`src/rtl/adder_requester.sv`:
```
// rtl/adder_requester.sv - request/response front end for a self-timed adder
// Launches one add with an F pulse, waits for the sticky ready flag or a timeout, holds the result.
module adder_requester #(
  parameter int WIDTH   = 32,
  parameter int TIMEOUT = 15
) (
  input  logic             clk,
  input  logic             reset_n,
  input  logic             req_valid,
  output logic             req_ready,
  input  logic [WIDTH-1:0] req_a,
  input  logic [WIDTH-1:0] req_b,
  input  logic             req_cin,
  output logic             F,
  output logic [WIDTH-1:0] adder_a,
  output logic [WIDTH-1:0] adder_b,
  output logic             adder_cin,
  input  logic [WIDTH-1:0] adder_sum,
  input  logic             adder_cout,
  input  logic             adder_R,
  output logic             rsp_valid,
  input  logic             rsp_ready,
  output logic [WIDTH-1:0] rsp_sum,
  output logic             rsp_cout,
  output logic             rsp_timeout,
  output logic [3:0]       rsp_cycles,
  output logic             busy
);

  typedef enum logic [1:0] {
    S_IDLE,
    S_LAUNCH,
    S_WAIT,
    S_HOLD
  } state_t;

  localparam logic [3:0] LP_TIMEOUT = 4'(TIMEOUT);

  state_t           r_state;
  state_t           w_next_state;
  logic [3:0]       r_wait_cnt;
  logic [WIDTH-1:0] r_adder_a;
  logic [WIDTH-1:0] r_adder_b;
  logic             r_adder_cin;
  logic [WIDTH-1:0] r_rsp_sum;
  logic             r_rsp_cout;
  logic             r_rsp_timeout;
  logic [3:0]       r_rsp_cycles;

  logic             w_accept;
  logic             w_done;
  logic             w_expired;

  assign w_accept = (r_state == S_IDLE) && req_valid;
  // The flag is still the previous operation's on the first WAIT cycle, so it is blanked there.
  assign w_done    = (r_state == S_WAIT) && (r_wait_cnt != 4'd0) && adder_R;
  assign w_expired = (r_state == S_WAIT) && (r_wait_cnt == LP_TIMEOUT) && !adder_R;

  always_comb begin
    w_next_state = r_state;
    case (r_state)
      S_IDLE:   if (req_valid) w_next_state = S_LAUNCH;
      S_LAUNCH: w_next_state = S_WAIT;
      S_WAIT:   if (w_done || w_expired) w_next_state = S_HOLD;
      S_HOLD:   if (rsp_ready) w_next_state = S_IDLE;
      default:  w_next_state = S_IDLE;
    endcase
  end

  always_ff @(posedge clk or negedge reset_n) begin
    if (!reset_n) begin
      r_state <= S_IDLE;
    end else begin
      r_state <= w_next_state;
    end
  end

  always_ff @(posedge clk or negedge reset_n) begin
    if (!reset_n) begin
      r_adder_a   <= '0;
      r_adder_b   <= '0;
      r_adder_cin <= 1'b0;
    end else if (w_accept) begin
      r_adder_a   <= req_a;
      r_adder_b   <= req_b;
      r_adder_cin <= req_cin;
    end
  end

  // Counter stops when WAIT is left, so it never advances past TIMEOUT.
  always_ff @(posedge clk or negedge reset_n) begin
    if (!reset_n) begin
      r_wait_cnt <= 4'd0;
    end else if (r_state == S_LAUNCH) begin
      r_wait_cnt <= 4'd0;
    end else if ((r_state == S_WAIT) && !w_done && !w_expired) begin
      r_wait_cnt <= r_wait_cnt + 4'd1;
    end
  end

  always_ff @(posedge clk or negedge reset_n) begin
    if (!reset_n) begin
      r_rsp_sum     <= '0;
      r_rsp_cout    <= 1'b0;
      r_rsp_timeout <= 1'b0;
      r_rsp_cycles  <= 4'd0;
    end else if (w_done) begin
      r_rsp_sum     <= adder_sum;
      r_rsp_cout    <= adder_cout;
      r_rsp_timeout <= 1'b0;
      r_rsp_cycles  <= r_wait_cnt;
    end else if (w_expired) begin
      r_rsp_sum     <= '0;
      r_rsp_cout    <= 1'b0;
      r_rsp_timeout <= 1'b1;
      r_rsp_cycles  <= LP_TIMEOUT;
    end
  end

  assign req_ready   = (r_state == S_IDLE);
  assign F           = (r_state == S_LAUNCH);
  assign rsp_valid   = (r_state == S_HOLD);
  assign busy        = (r_state != S_IDLE);
  assign adder_a     = r_adder_a;
  assign adder_b     = r_adder_b;
  assign adder_cin   = r_adder_cin;
  assign rsp_sum     = r_rsp_sum;
  assign rsp_cout    = r_rsp_cout;
  assign rsp_timeout = r_rsp_timeout;
  assign rsp_cycles  = r_rsp_cycles;

endmodule

```
`config.mk`:
```
export PLATFORM = sky130hd
export DESIGN_NAME = adder_requester
export DESIGN_NICKNAME = d
export VERILOG_FILES = /design/src/rtl/adder_requester.sv
export SDC_FILE = /design/constraint.sdc
export NUM_CORES = 1
export LEC_CHECK = 0
export BUFFER_PORTS_ARGS = -buffer_cell sky130_fd_sc_hd__clkbuf_2
export CORE_ASPECT_RATIO = 1.25
export CORE_MARGIN = 2
export CORE_UTILIZATION = 45
export CTS_CLUSTER_SIZE = 25
export DETAILED_ROUTE_END_ITERATION = 8
export GPL_TIMING_DRIVEN = 0
export PLACE_DENSITY_LB_ADDON = 0.08
export SLEW_MARGIN = 20
export SYNTH_ARGS = -nofsm -noshare
export SYNTH_HDL_FRONTEND = slang
export SYNTH_SLANG_ARGS = --single-unit
```
`constraint.sdc`:
```
create_clock -name clk -period 2.1 [get_ports clk]
set_clock_uncertainty 0.05 [all_clocks]
set_input_delay 0.105 -clock clk [delete_from_list [all_inputs] [get_ports clk]]
set_output_delay 0.105 -clock clk [all_outputs]
set_load 0.01 [all_outputs]
```
==> run metrics, run 1 <==
clock root cell=clkbuf_16; count of pins over their slew limit=0; die height=112 um; Hold Fails Final Rpt=0; worst hold path type=input port to asynchronous set/reset pin; Num CTS Buffers=9; overflow left after global routing=0; syn avg cell area=15.6 um^2; sequential cell area=0.00273 mm^2; crit path time final=1.96 ns; Final setup violation count=0; area share of the leading cell type in the synthesized netlist=65.2%; Post-synth EDFFs=0; register area share after synthesis=65.2%; CTS clk-pin slew, worst paths=0.07 ns; Die W=90.3 um; CP Launch Type=flop; Sink Count=109; share of cells above drive strength 1=51.4%; fin area=0.00671 mm^2; dpl ws=0.0964 ns; initial core utilization=46.1%; Syn Inst Count=268; asr flop ratio synth=100%; die area=0.0101 mm^2; setup TNS=0 ns; Lkg Pwr=3.36 nW; reg-to-reg startpoint=r_state[0]$_DFFE_PN0P_; Routed met1 length=4420 um; number of global-route vias before repair=3,648; multi-input logic area=0.00135 mm^2; worst-path maximum fanout=7; FMAX=509 MHz; syn_nets=377; most common flop cell mapped by yosys=dfrtp_1; Post-route DRC=0; via count=3,461; Max IR drop VDD=0.842 mV; Seq cells post-synth=109; worst endpoint required time=2.27 ns; DP Wirelength=7460 um; met2 wire len=6150 um; r2r setup slk=0.14 ns; drt pass-1 iters=4; outcome=complete, no violations; diode count=0; wire length on met3=503 um; max-cap viol count=0; WL/cell=15.9 um; period utilization=93.5%; most common cell after layout, fill and taps aside=clkbuf_2; Setup crit end kind=flop; Synth area leaders=dfrtp_1 65%, mux2_2 17%, a22o_1 6.9%; setup ws final=0.137 ns; Synth Cell Area=0.00419 mm^2; first-pass GRT wire length=18,200 um; Final #Nets=697; R2R cell count=6; uppermost layer routed=met4; row cnt=39; H-tree Lvls=3; 1st-iter DRT viols=122; most frequent cells in the layout=208 x clkbuf_2, 109 x dfrtp_1, 99 x dlygate4sd3_1; normalized max-slew margin=64.6%; Core Region=0.00908 mm^2; gr usage total=22.7%; vias per cell=4.83; initial antenna violation count=0; Arr. time, crit path=2.13 ns; Area Growth Syn to Fin=60.3%; worst r2r dst=r_state[1]$_DFFE_PN0P_; largest net degree at the start of global routing=81; final wirelength=11,400 um; P per Cell Area=1350 mW/mm^2; Final ANT Viol Nets=0; Port Buffers=209; CTS tree=built; Fillers=642; largest area contributor in the netlist=dfrtp_1; Distinct cells, synth=30; Final Wtd Congestion=0.807; Clock Latency Late Sink=0.33 ns; Worst-Margin Slew=0.531 ns; placed inst area=0.00542 mm^2; Ys Warns=0; I/O pin count=210; CP Class=flop to flop; clk buf depth=2
## worst max-delay path by stage
stage / cells past startpoint / slack [ns] / end / from
finish: 6 / 0.14 / r_state[1]$_DFFE_PN0P_ / r_state[0]$_DFFE_PN0P_
global route: 6 / -0.008 / rsp_sum[5]$_DFFE_PN0P_ / r_state[0]$_DFFE_PN0P_
CTS: 6 / 0.06 / r_state[1]$_DFFE_PN0P_ / r_state[0]$_DFFE_PN0P_
detailed placement: 6 / 0.1 / r_state[1]$_DFFE_PN0P_ / r_state[0]$_DFFE_PN0P_
global placement: 1 / -0.61 / adder_a[9]$_DFFE_PN0P_ / reset_n
floorplan: 6 / 0.33 / r_state[1]$_DFFE_PN0P_ / r_state[0]$_DFFE_PN0P_
## synth_stat cells, drive strengths merged, types with 2 or more instances
cell type and instances:
clkbuf 3, a21oi 4, dfrtp 109, nand3 3, inv 8, a2bb2oi 3
a211oi 2, a22o 33, mux2 66, or3 2, ha 6, buf 12
nor2 2
## area by class of cell
type                       count  share of cell area (%)
sequential                   109                    40.6
timing repair buffer         309                    30.9
multi-input combinational    136                    20.1
clock buffer                  13                    3.88
tap                          123                    2.29
buffer                        15                    1.44
inverter                       8                   0.447
clock inverter                 3                   0.298
## critical path, stage by stage, from the launching register on
cell       delay, ns
dfrtp_1         0.40
inv_1           0.08
ha_1            0.30
inv_1           0.18
nor2_1          0.13
a2111oi_4       0.36
mux2_1          0.35
## per-stage QoR
| stage | hold slack [ns] | util [%] | power [mW] | instances |
|---|---|---|---|---|
| finish | 0.172 | 73.9 | 9.08 | 716 |
| global route | 0.176 | 73.9 | 9.62 | 716 |
| CTS | 0.150 | 73.8 | 9.09 | 716 |
| detailed placement | -0.0368 | 59.7 | 7.33 | 601 |
| global placement | 0.273 | 59.3 | 7.20 | 600 |
| floorplan | -0.241 | - | 5.75 | 268 |
## cell families after synthesis
| logic type | count (synthesis) | share of synthesized area (%) |
|---|---|---|
| AOI/OAI and AO/OA | 51 | 10.5 |
| adders and majority gates | 6 | 1.79 |
| buffers and inverters | 23 | 3.02 |
| DFF | 109 | 65.2 |
| muxes | 66 | 17.8 |
| and+or+nand+nor | 13 | 1.76 |
## report_power, final
part	leakage, nW	internal (mW)	switching, mW
logic	1.91	2.00	1.83
clock network	0.132	0.869	0.714
registers	1.32	3.12	0.555
## registers in the layout, summed over array words and instances (netlist names)
signal,count
adder_a,32
adder_b,32
adder_cin,1
r_state,2
r_wait_cnt,4
rsp_cout,1
rsp_cycles,4
rsp_sum,32
rsp_timeout,1
## what timing repair did
| action | in CTS | in global routing |
|---|---|---|
| endpoints found under the hold margin | 207 | 0 |
| hold buffers | 99 | 0 |
| setup endpoints to repair | 0 | 1 |
| setup buffers | 0 | 0 |
| gates resized for setup | 0 | 2 |
## metal layers
layer / vias up / global-route usage [%]
met1: 1688 / 26.4
li1: 1617 / -
met4: 0 / 10.4
met5: - / 0
met2: 130 / 40.9
met3: 26 / 4.06
No activity file was read; power rests on OpenSTA's default activity.
==> run 2, diff against run 1 <==
Settings changed: CTS_CLUSTER_DIAMETER from default to 30, RECOVER_POWER from default to 50.
==> run metrics, run 2 (same netlist as run 1, synthesis figures left out) <==
Final ANT Viol Nets=0 (unchanged); drt pass-1 iters=4 (unchanged); Fin Hold WS=0.186 ns (+0.0144 ns); Clock Latency Late Sink=0.33 ns (about the same); Fillers=676 (+5.3%); most common cell after layout, fill and taps aside=clkbuf_2; Worst-Margin Slew=1.45 ns (+0.920 ns); worst path buffer plus inverter count=2 (unchanged); worst-path maximum fanout=7 (unchanged); clock root cell=clkbuf_16; DP Wirelength=7460 um (unchanged); Critical-path top delay cell=dfrtp_1; vias per cell=4.86 (+0.55%); outcome=complete, no violations; clk buf depth=2 (unchanged); share of cells above drive strength 1=41.5% (-9.9 points); Setup crit end kind=flop; final wirelength=11,500 um (+0.71%); I/O pin count=210 (unchanged); Die W=90.3 um (unchanged); FMAX=503 MHz (-1.2%); overflow left after global routing=0 (unchanged); crit-path cells=inv_1, ha_1, inv_1, nor2_1, a2111oi_4, mux2_1; Final Wtd Congestion=0.807 (unchanged); crit path time final=1.99 ns (+0.0237 ns); CP peak stage delay=0.40 ns (about the same); Hold Fails Final Rpt=0 (unchanged); Area Growth Syn to Fin=58.5%; Lkg Pwr=3.19 nW (-5.1%); period utilization=94.6% (+1.1 points); H-tree Lvls=3 (unchanged); normalized max-slew margin=3.28% (-61 points); row cnt=39 (unchanged); CTS tree=built; Final #Nets=697 (unchanged); Final Core Density=73.1% (-0.81 points); initial antenna violation count=0 (unchanged); first-pass GRT wire length=18,200 um (unchanged); diode count=0 (unchanged); number of global-route vias before repair=3,648 (unchanged); die area=0.0101 mm^2 (unchanged); kind of cell adding the most delay to the critical path=flip-flops; Critical Path End=r_state[1]$_DFFE_PN0P_; count of pins over their slew limit=0 (unchanged); reg-to-reg startpoint=r_state[0]$_DFFE_PN0P_; CP Launch Type=flop; Post-route DRC=0 (unchanged); Final setup violation count=0 (unchanged); largest net degree at the start of global routing=81 (unchanged); Sink Count=109 (unchanged); 1st-iter DRT viols=130 (+6.6%); R2R cell count=6 (unchanged); worst hold path type=input port to flop; P per Cell Area=1350 mW/mm^2 (-0.39%); Max IR drop VDD=0.845 mV (+0.38%); gr usage total=22.7% (unchanged); CTS clk-pin slew, worst paths=0.07 ns (about the same); most frequent cells in the layout=150 x clkbuf_2, 109 x dfrtp_1, 99 x dlygate4sd3_1; Crit. Startpoint=r_state[0]$_DFFE_PN0P_; r2r setup slk=0.11 ns (-0.02 ns); die height=112 um (unchanged); worst r2r dst=r_state[1]$_DFFE_PN0P_; via count=3,480 (+0.55%); max-cap viol count=0 (unchanged); Port Buffers=209 (unchanged); worst endpoint required time=2.27 ns (about the same); CP Class=flop to flop; initial core utilization=46.1% (unchanged); Post CTS Setup Buffer Count=0 (unchanged); critical path's most frequent cell=inv_1; Arr. time, crit path=2.16 ns (+0.03 ns); CP Depth=6 (unchanged); WL/cell=16.0 um (+0.71%); Num CTS Buffers=9 (unchanged); Core Region=0.00908 mm^2 (unchanged)
run 2: cell types whose count changed in the layout (fill, tap and decap cells not counted), sizes merged:
| cell | delta |
|---|---|
| clkbuf | -1 |
| dlymetal6s4s | +1 |
run 2: worst register-to-register path, cell delays in order, from the launching register on:
cell and delay (ns):
dfrtp_1 0.40, inv_1 0.08, ha_1 0.30, inv_1 0.19
nor2_1 0.13, a2111oi_4 0.37, mux2_1 0.35
run 2: worst min path at each step:
stage,from,cells past startpoint,end
after floorplan,reset_n,0,adder_a[0]$_DFFE_PN0P_
after global placement,adder_sum[7],2,rsp_sum[7]$_DFFE_PN0P_
after detailed placement,reset_n,1,adder_a[27]$_DFFE_PN0P_
after CTS,req_valid,4,r_state[0]$_DFFE_PN0P_
after global routing,adder_R,3,rsp_cycles[2]$_DFFE_PN0P_
final,adder_R,3,rsp_cycles[2]$_DFFE_PN0P_
run 2: layout make-up:
type                    instances  area (um^2)  share of cell area, %
clock inverters                 3         20.0                  0.302
inverters                       8         30.0                  0.452
well taps                     123          154                   2.32
repair buffers                309         2000                   30.1
plain buffers                  15         96.3                   1.45
flip-flops and latches        109         2730                   41.1
multi-input cells             136         1350                   20.3
clock buffers                  13          260                   3.92
run 2: metrics by stage:
stage | total power [mW] | instance area, um^2 | TNS (ns) | worst slack [ns] | cells
2_1_floorplan | 5.75 | 4190 | 0 | 0.333 | 268
3_3_place_gp | 7.20 | 5390 | -65.15 | -0.608 | 600
3_5_place_dp | 7.33 | 5420 | 0 | 0.0964 | 601
4_1_cts | 9.09 | 6690 | 0 | 0.0630 | 716
5_1_grt | 9.49 | 6640 | -0.0128 | -0.00826 | 716
6_report | 8.95 | 6640 | 0 | 0.113 | 716
run 2: report_power, final:
group          switching [mW]  internal (mW)  total, mW
Clock                   0.713          0.869       1.58
Combinational            1.84           1.86       3.70
Sequential              0.555           3.12       3.67
Total                    3.11           5.84       8.95
run 2: layer usage:
layer / wire (um) / GRT usage, % / up-vias
met5: 0 / 0 / -
met4: 341 / 10.4 / 0
met3: 541 / 4.06 / 27
met2: 6110 / 40.9 / 137
met1: 4470 / 26.4 / 1701
li1: - / - / 1615
run 2: timing repair:
item	in CTS	in global routing
endpoints found under the hold margin	207	0
hold buffers	99	0
gates resized for setup	0	2
setup endpoints to repair	0	1
